File: config.mk
export PLATFORM = sky130hd
export DESIGN_NAME = ram_port_b_scheduler
export DESIGN_NICKNAME = d
export VERILOG_FILES = /design/src/rtl/ram_sched_pkg.sv /design/src/rtl/read_tag_pipe.sv /design/src/rtl/ram_port_b_scheduler.sv
export SDC_FILE = /design/constraint.sdc
export NUM_CORES = 1
export LEC_CHECK = 0
export ABC_AREA = 0
export BUFFER_PORTS_ARGS = -buffer_cell sky130_fd_sc_hd__buf_2
export CAP_MARGIN = 20
export CORE_MARGIN = 2
export CORE_UTILIZATION = 45
export CTS_CLUSTER_SIZE = 16
export DETAILED_ROUTE_END_ITERATION = 10
export PLACE_DENSITY = 0.75
export SLEW_MARGIN = 40
export SYNTH_ARGS = -nofsm -noshare
export SYNTH_HDL_FRONTEND = slang
export SYNTH_SLANG_ARGS = --single-unit
File: constraint.sdc
create_clock -name CLK_50 -period 2.45 [get_ports CLK_50]
set_input_delay 0.3675 -clock CLK_50 [delete_from_list [all_inputs] [get_ports CLK_50]]
set_output_delay 0.3675 -clock CLK_50 [all_outputs]
set_load 0.02 [all_outputs]
File: src/rtl/ram_sched_pkg.sv
// Shared types for the RAM port-B scheduler: FSM states, read owner tags
// and the default RAM read latency.
package ram_sched_pkg;

    typedef enum logic [1:0] {
        IDLE,
        BURST,
        DRAIN
    } sched_state_t;

    typedef enum logic [1:0] {
        OWN_NONE,
        OWN_VGA,
        OWN_AUX
    } owner_t;

    localparam int DEFAULT_READ_LATENCY = 2;

endpackage

File: src/rtl/read_tag_pipe.sv
// Shift register of read-owner tags, one stage per cycle of RAM read latency,
// so returning data can be routed to whoever issued the read.
module read_tag_pipe
    import ram_sched_pkg::*;
#(
    parameter int DEPTH = DEFAULT_READ_LATENCY
) (
    input  logic   clk,
    input  logic   reset,
    input  owner_t tag_in,
    output owner_t tag_out,
    output logic   aux_pending
);

    owner_t stage_q [DEPTH];
    owner_t stage_d [DEPTH];

    always_comb begin
        stage_d[0] = tag_in;
        for (int i = 1; i < DEPTH; i++) begin
            stage_d[i] = stage_q[i-1];
        end
    end

    always_ff @(posedge clk) begin
        if (reset) begin
            for (int i = 0; i < DEPTH; i++) begin
                stage_q[i] <= OWN_NONE;
            end
        end else begin
            for (int i = 0; i < DEPTH; i++) begin
                stage_q[i] <= stage_d[i];
            end
        end
    end

    assign tag_out = stage_q[DEPTH-1];

    // Includes the output stage, so a burst is not finished until its last word has been delivered.
    always_comb begin
        aux_pending = 1'b0;
        for (int i = 0; i < DEPTH; i++) begin
            if (stage_q[i] == OWN_AUX) begin
                aux_pending = 1'b1;
            end
        end
    end

endmodule

File: src/rtl/ram_port_b_scheduler.sv
// Shares RAM port B between the VGA scan-out (absolute priority) and an
// auxiliary host doing burst reads and single-word writes in free cycles.
module ram_port_b_scheduler
    import ram_sched_pkg::*;
#(
    parameter int DATA_WIDTH   = 16,
    parameter int ADDR_WIDTH   = 12,
    parameter int READ_LATENCY = DEFAULT_READ_LATENCY,
    parameter int LEN_WIDTH    = 13
) (
    input  logic                  CLK_50,
    input  logic                  reset,
    input  logic                  vga_fetch,
    input  logic [ADDR_WIDTH-1:0] vga_address,
    output logic [DATA_WIDTH-1:0] vga_word,
    input  logic                  aux_start,
    input  logic [ADDR_WIDTH-1:0] aux_base,
    input  logic [LEN_WIDTH-1:0]  aux_len,
    output logic                  aux_busy,
    output logic                  aux_rvalid,
    output logic [DATA_WIDTH-1:0] aux_rdata,
    output logic                  aux_done,
    input  logic                  aux_wr_req,
    input  logic [ADDR_WIDTH-1:0] aux_wr_address,
    input  logic [DATA_WIDTH-1:0] aux_wr_data,
    output logic                  aux_wr_ack,
    output logic [ADDR_WIDTH-1:0] ram_address_b,
    output logic [DATA_WIDTH-1:0] ram_data_b,
    output logic                  ram_wren_b,
    input  logic [DATA_WIDTH-1:0] ram_q_b
);

    sched_state_t          state_q, state_d;
    logic [ADDR_WIDTH-1:0] addr_q, addr_d;
    logic [LEN_WIDTH-1:0]  remaining_q, remaining_d;
    logic [DATA_WIDTH-1:0] hold_q, hold_d;
    logic                  len0_done_q, len0_done_d;
    logic                  burst_done;
    owner_t                issue_tag;
    owner_t                out_tag;
    logic                  aux_pending;

    read_tag_pipe #(
        .DEPTH(READ_LATENCY)
    ) u_tag_pipe (
        .clk        (CLK_50),
        .reset      (reset),
        .tag_in     (issue_tag),
        .tag_out    (out_tag),
        .aux_pending(aux_pending)
    );

    // Aux accesses are suppressed while reset is high so an abort never leaks a stray write.
    always_comb begin
        state_d       = state_q;
        addr_d        = addr_q;
        remaining_d   = remaining_q;
        len0_done_d   = 1'b0;
        burst_done    = 1'b0;
        issue_tag     = vga_fetch ? OWN_VGA : OWN_NONE;
        ram_address_b = vga_address;
        ram_data_b    = '0;
        ram_wren_b    = 1'b0;
        aux_wr_ack    = 1'b0;
        if (!reset) begin
            case (state_q)
                IDLE: begin
                    if (aux_start) begin
                        if (aux_len != '0) begin
                            addr_d      = aux_base;
                            remaining_d = aux_len;
                            state_d     = BURST;
                        end else begin
                            len0_done_d = 1'b1;
                        end
                    end else if (aux_wr_req && !vga_fetch) begin
                        ram_address_b = aux_wr_address;
                        ram_data_b    = aux_wr_data;
                        ram_wren_b    = 1'b1;
                        aux_wr_ack    = 1'b1;
                    end
                end
                BURST: begin
                    if (!vga_fetch) begin
                        ram_address_b = addr_q;
                        issue_tag     = OWN_AUX;
                        addr_d        = addr_q + ADDR_WIDTH'(1);
                        remaining_d   = remaining_q - LEN_WIDTH'(1);
                        if (remaining_q == LEN_WIDTH'(1)) begin
                            state_d = DRAIN;
                        end
                    end
                end
                DRAIN: begin
                    if (!aux_pending) begin
                        burst_done = 1'b1;
                        state_d    = IDLE;
                    end
                end
                default: state_d = IDLE;
            endcase
        end
    end

    // The hold register keeps the last display word stable between fetches.
    always_comb begin
        hold_d     = hold_q;
        vga_word   = hold_q;
        aux_rvalid = 1'b0;
        aux_rdata  = '0;
        if (out_tag == OWN_VGA) begin
            hold_d   = ram_q_b;
            vga_word = ram_q_b;
        end
        if (out_tag == OWN_AUX) begin
            aux_rvalid = 1'b1;
            aux_rdata  = ram_q_b;
        end
    end

    assign aux_done = burst_done | len0_done_q;
    assign aux_busy = (state_q != IDLE);

    always_ff @(posedge CLK_50) begin
        if (reset) begin
            state_q     <= IDLE;
            addr_q      <= '0;
            remaining_q <= '0;
            hold_q      <= '0;
            len0_done_q <= 1'b0;
        end else begin
            state_q     <= state_d;
            addr_q      <= addr_d;
            remaining_q <= remaining_d;
            hold_q      <= hold_d;
            len0_done_q <= len0_done_d;
        end
    end

endmodule

---- Word level (Yosys, flattened, before mapping) ----
Memories as Yosys holds them, arrays and structs flattened.
Cells that the tools add are included.
storage, ports and cells
  register bits ........................... 44
  bits in latches ......................... 0
  bits in writable memories ............... 4
  ROM bits ................................ 0
  output and inout port bits .............. 65
  memories ................................ 1
cells by class
  add/sub/neg operators ................... 2
  $mul .................................... 0
  div/mod/pow operators ................... 0
  $lt $le $gt $ge ......................... 0
  eq/ne operators ......................... 11
  shifts and indexed selects .............. 0
  muxes and demuxes ....................... 45
  bitwise operators ....................... 5
  reduce and logical (&&, ||, !) cells .... 9
memories
  memory              depth  width  rd ports  clocked after Yosys merged registers in  wr ports  line                 text
  u_tag_pipe.stage_q  2      2      2         0                                        2         read_tag_pipe.sv:15  owner_t stage_q [DEPTH];
operators by type and width
  kind                   count
  $mux 16                6
  $mux 12                7
  $pmux 12 s2            2
  $mux 13                3
  $pmux 13 s2            1
  $mux 2                 10
  $mux 1                 15
  $eq 13x1->1 const B    1
  $reduce_bool 13->1     1
  $sub 13x1->13 const B  1
  $add 12x1->12 const B  1
  $ne 2x2->1 const B     5
  $eq 2x2->1 const B     3
  $pmux 2 s3             1
  $reduce_and 5->1       1
  $eq 2x1->1 const B     2
  $reduce_and 4->1       1
  $reduce_bool 2->1      2
  $or 1x1->1             3
  $reduce_or 3->1        1
  $logic_not 2->1        1
  $not 1->1              2
  $logic_and 1x1->1      1
  $logic_not 1->1        1

---- Longest topological paths before layout ----
Gate-level depths: netlist of the first run.
  depth after elaboration ................. 7
  depth in mapped cells ................... 7
  depth with buffers taken out ............ 6

---- Hierarchy ----
Synthesis of the first run repeated with hierarchy kept, for this count alone.
second synthesis, totals
  cells, all modules ...................... 377
  area total of the unflattened synthesis .. 3019.1 um^2
by module, submodules not included
  module                instances  cells each  area each (um^2)  seq. area each (um^2)
  ram_port_b_scheduler  1          366         2896.5            880.8
  read_tag_pipe         1          11          122.6             80.1

---- Worst setup path before layout of the first run ----
No wires, ideal clock.
  kind .................................... register -> output
  start ................................... register state_q[0]
  end ..................................... output ram_data_b[10]
  arrival time ............................ 1.881 ns
  required time ........................... 2.082 ns
  path slack .............................. 0.201 ns
  stages on the path, launching flop included .. 6
  path through ............................ dfxtp_1 -> buf_2 -> or2_2 -> nor4_2 -> clkbuf_1 -> and2_1
between the ends
  cells in the longest elaborated chain, start to end .. 3
RTL lines
  item                    line                         text
  start, declared         ram_port_b_scheduler.sv:33   sched_state_t state_q, state_d;
  start signal, assigned  ram_port_b_scheduler.sv:132  state_q <= state_d;
  $logic_not 2->1         ram_port_b_scheduler.sv:66   case (state_q)
  $mux 16                 ram_port_b_scheduler.sv:66
  $mux 16                 ram_port_b_scheduler.sv:65   if (!reset) begin
  end, declared           ram_port_b_scheduler.sv:28   output logic [DATA_WIDTH-1:0] ram_data_b,
Every way passes these cells.

---- Worst setup path after layout of the first run ----
  start ................................... register state_q[1]
  end ..................................... output ram_address_b[1]
between the ends
  cells in the longest elaborated chain, start to end .. 3
  elaborated cells on any way between the ends .. 4
  those cells by class .................... eq/ne (1); mux (2); reduce/logical (1)
RTL lines
  item                                                  line                        text
  $eq 2x1->1 / $logic_not 2->1 (equally long branches)  ram_port_b_scheduler.sv:66
  $pmux 12 s2 (*)                                       ram_port_b_scheduler.sv:66
  $mux 12 (*)                                           ram_port_b_scheduler.sv:65
  end, declared                                         ram_port_b_scheduler.sv:27  output logic [ADDR_WIDTH-1:0] ram_address_b,
Every way passes the cells marked *; elsewhere a longest branch is shown, timed or not.

==> out/summary.txt, run 1 <==
Clk sinks -> 48
First-pass GRT wire length -> 14.3 mm
Hold Crit Class -> in -> reg
Fmax achieved -> 444 MHz
Status -> complete, no violations
Antenna violations before repair -> 0
Top cell type by total area after synthesis -> dfxtp_1
Yosys warnings -> 0
RR Endpoint -> addr_q[6]$_SDFFE_PP0P_
Post-route antenna net violation count -> 0
Hold_buf cts -> 0
WL final -> 9.24 mm
Clock buffers created by TritonCTS -> 5
Req. time, crit path -> 2080 ps
All-layer global routing usage -> 22.9%
Multi-input logic area -> 2000 µm²
Largest net degree at the start of global routing -> 29
Post-CTS Setup Inserts -> 0
CORE AREA -> 6790 µm²
Initial DRT Pass Iterations -> 4
CTS tree -> done
Mapped Nets -> 479
CTS Root Cell -> clkbuf_8
Startpoint Class -> flop
Mean Syn Cell Area -> 8.06 µm²
Count leader, synth -> and2_1
Nets -> 617
Slew headroom -> 51.0%
Skew-Pair Late Insertion Delay -> 300 ps
Reg2reg setup slack -> 590 ps
PortBufs -> 150
Cells along the critical path -> or2_2 > nor3_4 > buf_2 > a22oi_1 > o21ai_0 > buf_2
Post-synth EDFFs -> 0
Remaining DRCs -> 0
Cells after Synth -> 390
DR WL/cell -> 14.8 µm
Part of the cycle the worst path needs -> 91.9%
Final hold slack -> 350 ps
Worst Path Arrival -> 1880 ps
Max incr delay on CP -> 380 ps
Die area -> 7670 µm²
Post-Syn Area -> 3140 µm²
Yosys cell types -> 56
Slew at the pin closest to its max-slew limit -> 734 ps
Fillers -> 621
Post-layout min period -> 2250 ps
Top post-synthesis cells by area -> dfxtp_1 (31%), and2_1 (9.7%), mux2_2 (5.7%)
Synth-to-Final Area Change -> 30.9%
RSZ-0062 raised after global routing -> false
Worst Clk Skew -> 3.74 ps
Area taken by flip-flops and latches -> 963 µm²
Hold depth -> 2
Post-synth ARST share -> 0%
PwrDens -> 526 nW/µm²
Max-cap violations -> 0
Synth top area share -> 30.6%
CP endpoint kind -> output pin
DIE HEIGHT -> 87.6 µm
Crit path top cell by count -> buf_2
HP Start -> aux_start
Clk slew on worst S/H paths -> 90 ps
Worst r2r path cells -> 5
GR Overflow Total -> 0
HPWL Detailed -> 6.82 mm
N_diodes -> 0
Sequential area share after synthesis -> 30.6%
Setup_tns -> 0 ps
Io pins -> 151
Share of cells above drive strength 1 -> 38.9%
Vias -> 3,522
Setup CP Type -> reg -> out
Row count -> 30
H-tree lvl count -> 2
Routability Congestion -> 0.840
Crit Path Max Fanout -> 11
Die X -> 87.6 µm
Worst IR Drop VDD -> 0.487 mV
R2R Path Start -> state_q[1]$_SDFFE_PP0P_
Hold Fails Final Rpt -> 0
#FFs+latches synth -> 48
Main synth FF type -> dfxtp_1
CP max stage cell -> dfxtp_2
Vias in the first global route -> 3,051
Final setup fails -> 0
Vias/cell -> 5.64
Initial Util -> 46.3%
Pleak -> 1.92 nW
Final Max Tran Viols -> 0
Worst Hold End -> len0_done_q$_SDFF_PP0_
Bufs on Longest Clock Path -> 2
Top cells by count, synth -> and2_1 (49), dfxtp_1 (48), clkbuf_1 (26), nand2_1 (26)
Initial DRC Count -> 168
[cell type report]
cell class,count,area share (%)
multi-input combinational,298,48.6
clock inverter,2,0.942
clock buffer,6,2.01
sequential,48,23.4
timing repair buffer,168,21.5
tap,96,2.92
inverter,7,0.638
[how the worst max path moves through the flow]
stage / slack [ps] / endpoint / cells past startpoint / startpoint
2_1_floorplan: 200 / ram_data_b[10] / 5 / state_q[0]$_SDFFE_PP0P_
3_3_place_gp: 400 / ram_address_b[10] / 6 / vga_fetch
3_5_place_dp: 380 / ram_address_b[10] / 6 / vga_fetch
4_1_cts: 90 / ram_address_b[3] / 6 / state_q[0]$_SDFFE_PP0P_
5_1_grt: 70 / ram_address_b[11] / 6 / state_q[1]$_SDFFE_PP0P_
6_report: 200 / ram_address_b[1] / 6 / state_q[1]$_SDFFE_PP0P_
[worst max-delay path, delay by kind of cell (launching register included)]
family | cells | cell delay, ps
flip-flops | 1 | 380
AND/OR/NAND/NOR | 2 | 560
AO/OA/AOI/OAI | 2 | 270
buffers and inverters | 2 | 380
[layout by cell type, fill, tap and decap left out, types with 6 or more instances in the layout]
cell type / synthesis / layout
buf_2: 6 / 151
and2_1: 49 / 49
dfxtp_1: 48 / 46
nand2_1: 26 / 26
o31ai_1: 17 / 17
buf_4: 1 / 17
mux2_2: 16 / 16
o21ai_0: 17 / 16
a21oi_1: 16 / 16
nor2_1: 15 / 15
nor3_1: 14 / 13
a22oi_1: 13 / 13
nor4_1: 10 / 10
o311ai_0: 10 / 10
nor2b_1: 9 / 9
nand3_1: 8 / 8
o31a_1: 8 / 8
inv_1: 7 / 7
and3_1: 6 / 6
clkbuf_8: 0 / 6
[kinds of logic after synthesis]
family	after synthesis	share of synthesized area (%)
AO/OA/AOI/OAI	112	25.7
adder cells (fa/ha/maj)	3	1.19
buffers and inverters	44	6.13
flip-flops	48	30.6
multiplexers	17	6.05
AND/OR/NAND/NOR	166	30.4
[power by group]
part / switching [mW] / total, mW / internal [mW]
Clock: 0.268 / 0.601 / 0.334
Combinational: 0.377 / 0.653 / 0.276
Sequential: 0.0708 / 0.911 / 0.840
[layer usage]
| layer | part of all wire [%] | GRT usage (%) |
|---|---|---|
| met5 | 0 | 0 |
| met4 | 1.3 | 5.45 |
| met3 | 7.5 | 4.34 |
| met2 | 47 | 36.6 |
| met1 | 44 | 32.0 |
[repair_timing]
item | in CTS | in global routing
hold endpoints to repair | 0 | 0
endpoints found under the setup margin | 0 | 11
resized for setup | 0 | 6
[stage by stage]
stage / std cells / area, µm² / util [%] / setup WS [ps] / power, mW
finish: 625 / 4120 / 60.6 / 199 / 2.17
global route: 625 / 4120 / 60.6 / 72.7 / 2.30
CTS: 624 / 4100 / 60.3 / 94.1 / 2.17
detailed placement: 616 / 3980 / 58.5 / 380 / 1.57
global placement: 616 / 3980 / 58.5 / 404 / 1.55
floorplan: 390 / 3140 / - / 201 / 1.34
[flip-flops by register name, summed over array words and instances (netlist names)]
| signal | cells |
|---|---|
| state_q | 2 |
| hold_q | 16 |
| remaining_q | 13 |
| len0_done_q | 1 |
| addr_q | 12 |
| u_tag_pipe.stage_q | 4 |
Note: power is estimated with default switching activity, not from simulation.
==> run 2, diff against run 1 <==
- BUFFER_PORTS_ARGS: -buffer_cell sky130_fd_sc_hd__buf_2 -> not set
- DONT_BUFFER_PORTS: not set -> 1
- PLACE_DENSITY: 0.75 -> 0.57
==> run 2 against run 1 <==
Design area is 16% lower. Final cell count is 23% lower. Clock-buffer cell count is 1 lower. Highest routed layer unchanged. Via count is 15% lower. Power is 1.4% lower. Global-route usage is 1.5 points lower.
==> out/summary.txt, run 2 (synthesis results as in run 1) <==
Status -> complete, no violations
Crit path top cell by count -> buf_4
Vias -> 3,001 (-15%)
Net switching power -> 0.670 mW (-6.3%)
Row count -> 30 (unchanged)
Crit Path Max Fanout -> 11 (unchanged)
CTS Root Cell -> clkbuf_8
Post-layout min period -> 2300 ps (+45.0 ps)
Clock buffers created by TritonCTS -> 5 (unchanged)
RR Endpoint -> remaining_q[1]$_SDFFE_PP0P_
Pint -> 1.47 mW (+1.1%)
Initial Util -> 46.3% (unchanged)
CTS tree -> done
Largest Register -> hold_q
Max incr delay on CP -> 430 ps (+50 ps)
Final Util -> 50.9% (-9.7 points)
Hold Fails Final Rpt -> 0 (unchanged)
Setup CP Type -> reg -> out
Die area -> 7670 µm² (unchanged)
First-pass GRT wire length -> 13.1 mm (-8.4%)
Nets -> 476 (-23%)
Clk sinks -> 48 (unchanged)
Final setup fails -> 0 (unchanged)
Routability Congestion -> 0.845 (+0.62%)
Slew at the pin closest to its max-slew limit -> 749 ps (+15.0 ps)
Worst Path Arrival -> 1930 ps (+50 ps)
All-layer global routing usage -> 21.4% (-1.5 points)
Skew-Pair Late Insertion Delay -> 300 ps (about the same)
DR WL/cell -> 18.0 µm (+22%)
Sequential share of power -> 42.6% (+0.5 points)
Die X -> 87.6 µm (unchanged)
Post-route antenna net violation count -> 0 (unchanged)
Clk slew on worst S/H paths -> 90 ps (about the same)
Most frequent cells in the layout -> and2_1 (49), dfxtp_1 (48), nand2_1 (26), buf_4 (26), o31ai_1 (17)
Worst r2r path cells -> 5 (unchanged)
Bufs on Longest Clock Path -> 2 (unchanged)
Largest net degree at the start of global routing -> 38 (+31%)
R2R Path Start -> state_q[0]$_SDFFE_PP0P_
Multi-input logic area -> 2010 µm² (+0.38%)
CP max stage cell -> dfxtp_1
Comb pwr share -> 26.1% (-4.0 points)
WL final -> 8.67 mm (-6.1%)
RSZ-0062 raised after global routing -> false
PortBufs -> 0 (-100%)
Initial DRC Count -> 185 (+10%)
Number of flip-flops in the largest register -> 16 (unchanged)
Slew headroom -> 49.7% (-1.3 points)
Max-cap violations -> 0 (unchanged)
Remaining DRCs -> 0 (unchanged)
HP Start -> reset
Startpoint Class -> flop
Worst path top cell family by delay -> simple AND/OR/NAND/NOR gates
Cells along the critical path -> or2_4 > nor3_1 > buf_4 > a22oi_1 > o21ai_0 > buf_4
Fmax achieved -> 435 MHz (-2.0%)
Req. time, crit path -> 2080 ps (about the same)
Setup ws final -> 154 ps (-45.0 ps)
H-tree lvl count -> 2 (unchanged)
HPWL Detailed -> 6.29 mm (-7.7%)
Fillers -> 665 (+7.1%)
Final Max Tran Viols -> 0 (unchanged)
Hold Crit Class -> in -> reg
CORE AREA -> 6790 µm² (unchanged)
Dpl cells -> 476 (-23%)
Regs by FF count -> hold_q: 16 flops, remaining_q: 13 flops, addr_q: 12 flops
CP endpoint kind -> output pin
Place WS -> 282 ps (-97.7 ps)
Part of the cycle the worst path needs -> 93.7% (+1.8 points)
Vias in the first global route -> 2,658 (-13%)
Antenna violations before repair -> 0 (unchanged)
Commonest non-fill, non-tap cell in the layout -> and2_1
Critical Path Start -> state_q[0]$_SDFFE_PP0P_
Setup_tns -> 0 ps (unchanged)
Worst Hold End -> u_tag_pipe.stage_q[0][2]$_SDFF_PP0_
Non-filler instance count after layout -> 483 (-23%)
N_diodes -> 0 (unchanged)
Reg2reg setup slack -> 500 ps (-90 ps)
Worst Clk Skew -> 11.7 ps (+7.91 ps)
PwrDens -> 617 nW/µm² (+17%)
Area taken by flip-flops and latches -> 961 µm² (-0.26%)
Placed inst area -> 3320 µm² (-16%)
Sw frac -> 31.4% (-1.7 points)
Post-CTS Setup Inserts -> 0 (unchanged)
Synth-to-Final Area Change -> 10.1%
Vias/cell -> 6.21 (+10%)
Initial DRT Pass Iterations -> 5 (+1)
Share of cells above drive strength 1 -> 16.0% (-23 points)
CP Buf/Inv Count -> 2 (unchanged)
Final std cell area, no fill -> 3460 µm² (-16%)
Clock group share of total power -> 31.4% (+3.6 points)
DIE HEIGHT -> 87.6 µm (unchanged)
Io pins -> 151 (unchanged)
Hold depth -> 1 (-1)
GR Overflow Total -> 0 (unchanged)
Worst IR Drop VDD -> 0.330 mV (-32%)
Pleak -> 1.30 nW (-32%)
[run 2: cell types whose count changed in the layout (fill, tap and decap cells not counted), moves of 2 or more]
| cell | change |
|---|---|
| buf_4 | +9 |
| dfxtp_2 | -2 |
| dfxtp_1 | +2 |
| buf_2 | -151 |
[run 2: worst max-delay path by stage]
stage / end / slack (ps) / cells after the start
global placement: ram_address_b[11] / 380 / 5
detailed placement: ram_address_b[6] / 280 / 5
CTS: ram_data_b[13] / 50 / 3
floorplan: ram_data_b[10] / 200 / 5
finish: ram_address_b[6] / 150 / 6
global route: ram_data_b[5] / 0.8 / 3
[run 2: area by class of cell]
cell class,count,share of cell area (%)
Clock inverter,2,1.74
Multi-Input combinational cell,298,58.1
Sequential cell,48,27.8
Clock buffer,5,1.99
Inverter,7,0.759
Tap cell,96,3.47
Timing Repair Buffer,27,6.22
[run 2: power groups by stage]
stage          clock [mW]  sequential [mW]  combinational (mW)
6_report            0.670            0.909               0.557
5_1_grt             0.714            0.919               0.614
4_1_cts             0.687            0.908               0.553
3_5_place_dp            0            0.927               0.551
3_3_place_gp            0            0.924               0.543
2_1_floorplan           0            0.901               0.438
[run 2: repair_timing]
item | CTS | global route
endpoints found under the setup margin | 10 | 29
gates resized for setup | 1 | 2
hold buffers | 0 | 0
[run 2: worst reg2reg max path, stage by stage, from the launching register on]
cell       delay, ps
dfxtp_1          430
nor4_1           520
and4_1           270
buf_4            300
a2111oi_0        130
a211oi_1         210
[run 2: routing by layer]
layer / global-route usage, % / wire length (µm) / vias up
met1: 27.7 / 3770 / 1449
met4: 3.92 / 42 / 0
li1: - / - / 1442
met5: 0 / 0 / -
met2: 36.8 / 4320 / 105
met3: 4.71 / 545 / 5
[run 2: through the flow]
stage	total power, mW	hold WS, ps
after detailed placement	1.48	448
after global routing	2.25	110
final	2.14	127
after floorplan	1.34	430
after global placement	1.47	446
after CTS	2.15	120
==> run 3, diff against run 2 <==
- REMOVE_ABC_BUFFERS: not set -> 1
==> run 3 against run 2 <==
Hold slack got worse by 2.4 ps. Worst setup slack worse by 9.4 ps. Non-clock buffer count is 5 higher. Global-route usage fell by 0.66 points. Via count increased by 0.37%. Critical path depth decreased by 3. Fmax is 0.41% lower. Largest power group unchanged. Critical path type unchanged. Die area stayed put. Register-to-register slack better by 30 ps. Design area rose by 0.11%.
==> out/summary.txt, run 3 (synthesis results as in run 1) <==
Status -> complete, no violations
HP Start -> reset
Io pins -> 151 (unchanged)
Worst Hold End -> u_tag_pipe.stage_q[0][0]$_SDFF_PP0_
Req. time, crit path -> 2080 ps (about the same)
Nets -> 481 (+1.1%)
Clock buffers created by TritonCTS -> 5 (unchanged)
Initial Util -> 46.3% (unchanged)
Share of cells above drive strength 1 -> 17.3% (+1.3 points)
Area taken by flip-flops and latches -> 961 µm² (unchanged)
Non-filler instance count after layout -> 489 (+1.2%)
Post-CTS Resized -> 0 (-1)
Routability Congestion -> 0.800 (-5.3%)
Post-layout min period -> 2310 ps (+9.39 ps)
Startpoint Class -> flop
Hold Fails Final Rpt -> 0 (unchanged)
Max-cap violations -> 0 (unchanged)
Initial DRC Count -> 146 (-21%)
Pleak -> 1.31 nW (+0.91%)
Hold_buf cts -> 0 (unchanged)
Hold Crit Class -> in -> reg
Final setup fails -> 0 (unchanged)
Synth-to-Final Area Change -> 10.2%
GR Overflow Total -> 0 (unchanged)
Number of flip-flops in the largest register -> 16 (unchanged)
Vias/cell -> 6.16 (-0.86%)
RSZ-0062 raised after global routing -> false
PwrDens -> 594 nW/µm² (-3.8%)
DIE HEIGHT -> 87.6 µm (unchanged)
Clk sinks -> 48 (unchanged)
CORE AREA -> 6790 µm² (unchanged)
Reg2reg setup slack -> 530 ps (+30 ps)
Skew-Pair Late Insertion Delay -> 310 ps (about the same)
Final Max Tran Viols -> 0 (unchanged)
PortBufs -> 0 (unchanged)
Fillers -> 670 (+0.75%)
Largest Register -> hold_q
R2R Path Start -> state_q[0]$_SDFFE_PP0P_
Commonest non-fill, non-tap cell in the layout -> and2_1
Largest net degree at the start of global routing -> 38 (unchanged)
Most frequent cells in the layout -> and2_1 (49), dfxtp_1 (48), buf_4 (32)
Place WS -> 459 ps (+177 ps)
Worst Clk Skew -> 8.50 ps (-3.15 ps)
Setup ws final -> 144 ps (-9.39 ps)
CP endpoint kind -> output pin
Fmax achieved -> 434 MHz (-0.41%)
Slew at the pin closest to its max-slew limit -> 697 ps (-52.6 ps)
Post-route antenna net violation count -> 0 (unchanged)
WL final -> 8.39 mm (-3.3%)
Bufs on Longest Clock Path -> 2 (unchanged)
Vias in the first global route -> 2,700 (+1.6%)
Worst IR Drop VDD -> 0.343 mV (+4.2%)
Die X -> 87.6 µm (unchanged)
CTS tree -> done
Worst r2r path cells -> 6 (+1)
All-layer global routing usage -> 20.7% (-0.66 points)
Slew headroom -> 53.1% (+3.4 points)
HPWL Detailed -> 6.12 mm (-2.7%)
Multi-input logic area -> 2000 µm² (-0.37%)
Worst Path Arrival -> 1940 ps (about the same)
Dpl cells -> 481 (+1.1%)
Die area -> 7670 µm² (unchanged)
H-tree lvl count -> 2 (unchanged)
Remaining DRCs -> 0 (unchanged)
Initial DRT Pass Iterations -> 4 (-1)
N_diodes -> 0 (unchanged)
DR WL/cell -> 17.2 µm (-4.5%)
Regs by FF count -> hold_q: 16 flops, remaining_q: 13 flops, addr_q: 12 flops
RR Endpoint -> addr_q[7]$_SDFFE_PP0P_
Crit Path Max Fanout -> 18 (+7)
Clk slew on worst S/H paths -> 90 ps (about the same)
Setup CP Type -> reg -> out
Post-CTS Setup Inserts -> 0 (unchanged)
First-pass GRT wire length -> 12.8 mm (-2.7%)
Antenna violations before repair -> 0 (unchanged)
Vias -> 3,012 (+0.37%)
CTS Root Cell -> clkbuf_8
Hold depth -> 1 (unchanged)
Row count -> 30 (unchanged)
Part of the cycle the worst path needs -> 94.1% (+0.38 points)
==> run 3: changes by cell type in the layout (fill, tap and decap cells not counted), sizes merged <==
cell and delta:
inv +1, bufinv -1, clkinvlp +1, buf +5
==> run 3: per-stage QoR <==
stage	TNS [ps]	utilization, %	power, mW	hold slack (ps)	area, µm²
4_1_cts	0	51.0	2.07	110	3460
3_5_place_dp	0	49.3	1.47	446	3350
5_1_grt	0	51.0	2.17	106	3460
3_3_place_gp	0	49.3	1.46	445	3350
6_report	0	51.0	2.06	124	3460
2_1_floorplan	-3920	-	1.30	430	2980
==> run 3: final cells by class <==
cell class / count / share of cell area, %
clock buffers: 5 / 1.99
flip-flops and latches: 48 / 27.7
clock inverters: 3 / 1.34
inverters: 7 / 0.758
repair buffers: 32 / 6.93
multi-input cells: 298 / 57.8
well taps: 96 / 3.47
==> run 3: worst max-delay path: stages, from the launching register on <==
cell	delay, ps
dfxtp_1	360
or2_2	380
nor4_4	540
and2_1	340
==> run 3: how the worst max path moves through the flow <==
stage,to,start
finish,ram_data_b[8],state_q[0]$_SDFFE_PP0P_
CTS,ram_address_b[2],state_q[0]$_SDFFE_PP0P_
detailed placement,ram_address_b[2],state_q[0]$_SDFFE_PP0P_
global placement,ram_address_b[0],aux_wr_req
floorplan,ram_data_b[0],state_q[0]$_SDFFE_PP0P_
global route,ram_data_b[13],state_q[0]$_SDFFE_PP0P_
==> run 3: layer usage <==
metal  up-vias  GRT usage [%]  part of all wire [%]
met4         0           7.97                   1.5
met1      1446           26.5                    44
met5         -              0                     0
met2       102           34.2                    49
met3        10           4.43                   5.5
li1       1454              -                     -
==> run 3: where the power goes <==
group | internal (mW) | switching [mW] | leakage, nW
clock network | 0.308 | 0.291 | 0.0548
logic | 0.222 | 0.334 | 0.865
registers | 0.840 | 0.0632 | 0.393
total | 1.37 | 0.688 | 1.31
